<file path="config.mk">
export PLATFORM = sky130hd
export DESIGN_NAME = key_trigger
export DESIGN_NICKNAME = d
export VERILOG_FILES = /design/src/rtl/key_trigger_pkg.sv /design/src/rtl/key_debounce.sv /design/src/rtl/key_trigger.sv
export SDC_FILE = /design/constraint.sdc
export NUM_CORES = 1
export LEC_CHECK = 0
export ABC_CLOCK_PERIOD_IN_PS = 3250
export BUFFER_PORTS_ARGS = -buffer_cell sky130_fd_sc_hd__buf_2
export CORE_AREA = 2 2 55 57
export DETAILED_ROUTE_END_ITERATION = 8
export DIE_AREA = 0 0 57 59
export PLACE_DENSITY_LB_ADDON = 0.3
export SKIP_LAST_GASP = 1
export SLEW_MARGIN = 0
export SYNTH_ARGS = -nofsm -noshare
export SYNTH_HDL_FRONTEND = slang
export SYNTH_HIERARCHICAL = 1
export SYNTH_SLANG_ARGS = --single-unit
</file>
<file path="constraint.sdc">
create_clock -name clk -period 3.25 [get_ports clk]
set_clock_uncertainty 0.2 [all_clocks]
set_input_delay 0.1625 -clock clk [delete_from_list [all_inputs] [get_ports clk]]
set_output_delay 0.1625 -clock clk [all_outputs]
set_load 0.02 [all_outputs]
</file>
<file path="src/rtl/key_trigger_pkg.sv">
// Shared definitions for the push-button front ends: debounce state
// encodings and default timing constants.
package key_trigger_pkg;

   typedef enum logic [1:0] {
      REL  = 2'b00,
      PDEB = 2'b01,
      DOWN = 2'b10,
      RDEB = 2'b11
   } deb_state_e;

   localparam int DEB_CNT_DEF = 20;
   localparam int HOLD_DEF    = 2;

endpackage

</file>
<file path="src/rtl/key_debounce.sv">
// Two-flop synchronizer plus debounce FSM for an active-low button.
// Emits a single-cycle press strobe once a press has been stable for
// DEB_CNT cycles; releases are debounced the same way but are silent.
//
//   state | meaning
//   ------+-----------------------------------------------
//   REL   | key released and stable
//   PDEB  | key seen low, counting stable-low cycles
//   DOWN  | press accepted, key held
//   RDEB  | key seen high, counting stable-high cycles
module key_debounce
   import key_trigger_pkg::*;
#(
   parameter int DEB_CNT = DEB_CNT_DEF
) (
   input  logic clk,
   input  logic rst,
   input  logic key_in,
   output logic press
);

   localparam int CNTW = $clog2(DEB_CNT);
   localparam logic [CNTW-1:0] CNT_LAST = CNTW'(DEB_CNT - 1);

   logic            sync1_q;
   logic            key_s_q;
   deb_state_e      state_q;
   logic [CNTW-1:0] cnt_q;

   // Strobe fires on the last stable-low cycle, the same cycle PDEB exits to DOWN.
   assign press = (state_q == PDEB) && !key_s_q && (cnt_q == CNT_LAST);

   // Synchronizer; presets to "released" so reset never looks like a press.
   always_ff @(posedge clk) begin
      if (rst) begin
         sync1_q <= 1'b1;
         key_s_q <= 1'b1;
      end else begin
         sync1_q <= key_in;
         key_s_q <= sync1_q;
      end
   end

   // Debounce state machine with shared stability counter.
   always_ff @(posedge clk) begin
      if (rst) begin
         state_q <= REL;
         cnt_q   <= '0;
      end else begin
         case (state_q)
            REL: begin
               if (!key_s_q) begin
                  state_q <= PDEB;
                  cnt_q   <= '0;
               end
            end
            PDEB: begin
               if (key_s_q) begin
                  state_q <= REL;
               end else if (cnt_q == CNT_LAST) begin
                  state_q <= DOWN;
                  cnt_q   <= '0;
               end else begin
                  cnt_q <= cnt_q + 1'b1;
               end
            end
            DOWN: begin
               if (key_s_q) begin
                  state_q <= RDEB;
                  cnt_q   <= '0;
               end
            end
            RDEB: begin
               if (!key_s_q) begin
                  state_q <= DOWN;
               end else if (cnt_q == CNT_LAST) begin
                  state_q <= REL;
                  cnt_q   <= '0;
               end else begin
                  cnt_q <= cnt_q + 1'b1;
               end
            end
         endcase
      end
   end

endmodule

</file>
<file path="src/rtl/key_trigger.sv">
// Button-to-start-pulse front end for the sequencer. Debounced presses
// become one-cycle en pulses, spaced by a hold-off window; one press may
// wait while the sequencer is busy, further ones are counted as dropped.
module key_trigger
   import key_trigger_pkg::*;
#(
   parameter int DEB_CNT = DEB_CNT_DEF,
   parameter int HOLD    = HOLD_DEF,
   parameter int CW      = 8
) (
   input  logic          clk,
   input  logic          rst,
   input  logic          key_in,
   input  logic          busy,
   output logic          en,
   output logic          pend,
   output logic [CW-1:0] acc_cnt,
   output logic [CW-1:0] drop_cnt
);

   localparam int HW = $clog2(HOLD + 1);
   localparam logic [HW-1:0] HOLD_LD = HW'(HOLD);

   logic          press;
   logic          ok;
   logic          en_d;
   logic          pend_d;
   logic          drop_inc;
   logic          en_q;
   logic          pend_q;
   logic [HW-1:0] hold_q;
   logic [CW-1:0] acc_q;
   logic [CW-1:0] drop_q;

   key_debounce #(.DEB_CNT(DEB_CNT)) u_deb (
      .clk    (clk),
      .rst    (rst),
      .key_in (key_in),
      .press  (press)
   );

   assign ok = !busy && (hold_q == '0);

   // Issue decision: serve now, queue one, or drop when the queue is full.
   always_comb begin
      en_d     = 1'b0;
      pend_d   = pend_q;
      drop_inc = 1'b0;
      if (press) begin
         if (ok) begin
            en_d = 1'b1;
         end else if (pend_q) begin
            drop_inc = 1'b1;
         end else begin
            pend_d = 1'b1;
         end
      end else if (pend_q && ok) begin
         en_d   = 1'b1;
         pend_d = 1'b0;
      end
   end

   // Output, hold-off and saturating counter registers; hold loads with the
   // pulse itself so the very next cycle is already blocked.
   always_ff @(posedge clk) begin
      if (rst) begin
         en_q   <= 1'b0;
         pend_q <= 1'b0;
         hold_q <= '0;
         acc_q  <= '0;
         drop_q <= '0;
      end else begin
         en_q   <= en_d;
         pend_q <= pend_d;
         if (en_d) begin
            hold_q <= HOLD_LD;
            if (acc_q != '1) acc_q <= acc_q + 1'b1;
         end else if (hold_q != '0) begin
            hold_q <= hold_q - 1'b1;
         end
         if (drop_inc && (drop_q != '1)) drop_q <= drop_q + 1'b1;
      end
   end

   assign en       = en_q;
   assign pend     = pend_q;
   assign acc_cnt  = acc_q;
   assign drop_cnt = drop_q;

endmodule

</file>
==> flow_summary.ini <==
[drt]
routedWlPerCell_um = 13.1
drtIter0Drc = 45
vias = 1150
drtAntennaViolNets = 0
routed_wl_um = 2650
vias_per_cell = 5.69
route.detailed.drc = 0
dr.pass1.iters = 4

[pwr]
p_total_uw = 594
vdd_drop_max_mv = 0.301
powerDensity_nw_per_um2 = 380
leakagePower_uw = 0.000584

[worst_hold_path]
hold_path.class = primary input to register
min-delay-start = busy
hold_path_depth = 4
hold_path_end = en

[cts]
clkTransAtPathRegs_ns = 0.09
root_buffer = clkbuf_4
cts_hold_buf = 1
clkLatencyLatePin_ns = 0.32
cts_setup_buffers = 0
cts_buffers = 5
cts_buffer_depth = 2
cts_tree = built
cts_sinks = 29
cts_resized = 0
cts_htree_levels = 2

[finish]
fin_area_sq_um = 1560
finalNetCount = 178
n_antenna_cell = 0
drive_gt1_share_pct = 24.6
finish.utilization_pct = 57.7
areaGrowthSynthToFinish_pct = 13.9

[critical_path]
worstPathRequired_ns = 3.30
endpoint_kind = register
start_kind = register
reg2reg_slack_ns = 0.58
reg2reg_depth = 8
r2r-end = drop_cnt[5]
critPathMaxFanout = 6
cp.arrival_ns = 2.72
worstReg2RegStart = u_deb/cnt_q[0]
path_class = register to register

[die]
die_y_um = 59
die_w_um = 57
rows = 19
initial_utilization_pct = 50.6
pin_count = 22
core_area_sq_um = 2710
dieArea_sq_um = 3360

[sta]
finalSetupViolations = 0
setup_tns_ns = 0
slew_viol_final = 0
worst_slew_pin_slew_ns = 0.498
finalCritPeriodShare_pct = 82.1
max_freq_ghz = 0.375
rsz0062_at_grt = no
hold_ws_ns = 0.0276
hold_viol = 0
slew_headroom_pct = 65.9
period_needed_ns = 2.67

[yosys]
synth_ff_type = dfxtp_1
muxShareOfSynthArea_pct = 3.01
synth_area_leaders = dfxtp_1 42%, nand3_1 4.0%, nor2_1 3.8%
ys_warn_count = 6
synth_compound_area_share_pct = 16.4
ys_seq_elements = 29
synthAdderAreaFrac_pct = 2.73
syn_area_sq_um = 1370
synth_edf_count = 0
yosysSeqAreaShare_pct = 42.3
yosysTopAreaCellShare_pct = 42.3
synthArstFlopShare_pct = 0
synth_top_family_by_area = simple AND/OR/NAND/NOR gates
yosys.area.top_type = dfxtp_1
syn-instance-count = 145
syn_nets = 152
syn_avg_cell_area_sq_um = 9.47
synth_xor_area_share_pct = 5.65
synth-simple-area-share_pct = 27.8
synth_cell_types = 47

[global_routing]
grt_max_degree = 32
grt_pass1_wl_um = 4650
track_usage_pct = 18.4
grt_pass1_vias = 1104
antenna_found_initial = 0
grt_overflow = 0

[placed_design]
io_buffers = 21
dpl.hpwl_um = 1910
place.gp.congestion = 0.851
placed_area_sq_um = 1500

[outcome]
status = completed

[job]
maxCapViolations = 0
## layout make-up
cell class              instances  area, sq um
flip-flops and latches         29          581
repair buffers                 22          115
multi-input cells             110          763
clock buffers                   7         55.1
inverters                       3         11.3
well taps                      31         38.8
fillers                       270         1150
## kinds of logic after synthesis
group                    count (synthesis)
AND/OR/NAND/NOR                         67
adder cells (fa/ha/maj)                  3
AO/OA/AOI/OAI                           28
multiplexers                             4
buffers and inverters                    6
flip-flops                              29
XOR/XNOR                                 8
## layer usage
metal,GRT usage (%),wire (um)
met1,21.2,1200
met2,29.9,1280
met3,4.59,105
met4,13.3,61
met5,0,0
## cell usage after synthesis, types with 2 or more instances
cell type and n:
o211ai_1 3, a21oi_1 10, ha_1 3, xor2_1 3
nand2_1 10, o21ai_0 2, or2_1 2, or2_2 3
or3_1 2, mux2i_1 3, buf_2 2, xnor2_1 4
o31ai_1 2, nand3_1 11, inv_1 3, dfxtp_1 29
nand3b_1 2, nor4_1 2, nor2_1 14, or4_1 2
a211oi_1 2, nor3_1 3, nand4_1 2, nor2b_1 3
## through the flow
step	worst slack [ns]	instances
after floorplan	0.827	145
after global placement	0.718	194
after detailed placement	0.626	194
after CTS	0.588	202
after global routing	0.413	202
final	0.583	202
## worst max-delay path, stage by stage (launching register included)
cell and delay, ns:
dfxtp_1 0.38, ha_1 0.23, and4bb_1 0.25, and2_4 0.17
nor3b_2 0.32, o311ai_4 0.19, a21o_4 0.25, or4_1 0.46
a21oi_1 0.15
## registers in the layout, summed over array words and instances, names as in the netlist, named ones only
register and cells:
drop_cnt 8, u_deb/sync1_q 1, pend 1, en 1
acc_cnt 8, u_deb/cnt_q 5, hold_q 2, u_deb/state_q 1
u_deb/key_s_q 1
## worst max path at each step
stage	from	to	slack [ns]	depth (start not counted)
floorplan	u_deb/cnt_q[0]	drop_cnt[5]	0.83	8
global placement	u_deb/cnt_q[0]	drop_cnt[5]	0.72	8
detailed placement	u_deb/cnt_q[0]	drop_cnt[5]	0.63	8
CTS	u_deb/cnt_q[0]	drop_cnt[5]	0.59	8
global route	u_deb/cnt_q[0]	drop_cnt[5]	0.41	8
finish	u_deb/cnt_q[0]	drop_cnt[5]	0.58	8
## placed cells by master, fill, tap and decap left out, types with 3 or more instances in the layout
master	count
dfxtp_1	29
buf_2	21
nor2_1	14
nand3_1	11
nand2_1	10
a21oi_1	10
clkbuf_4	5
xnor2_1	4
or2_2	3
nor3_1	3
mux2i_1	3
inv_1	3
xor2_1	3
nor2b_1	3
o211ai_1	3
ha_1	3
## report_power, final
part	switching (uW)	internal (uW)	total [uW]
combinational	9.83	5.68	15.5
sequential	1.59	357	358
clock	118	102	220
total	130	464	594
Note: power is estimated with default switching activity, not from simulation.
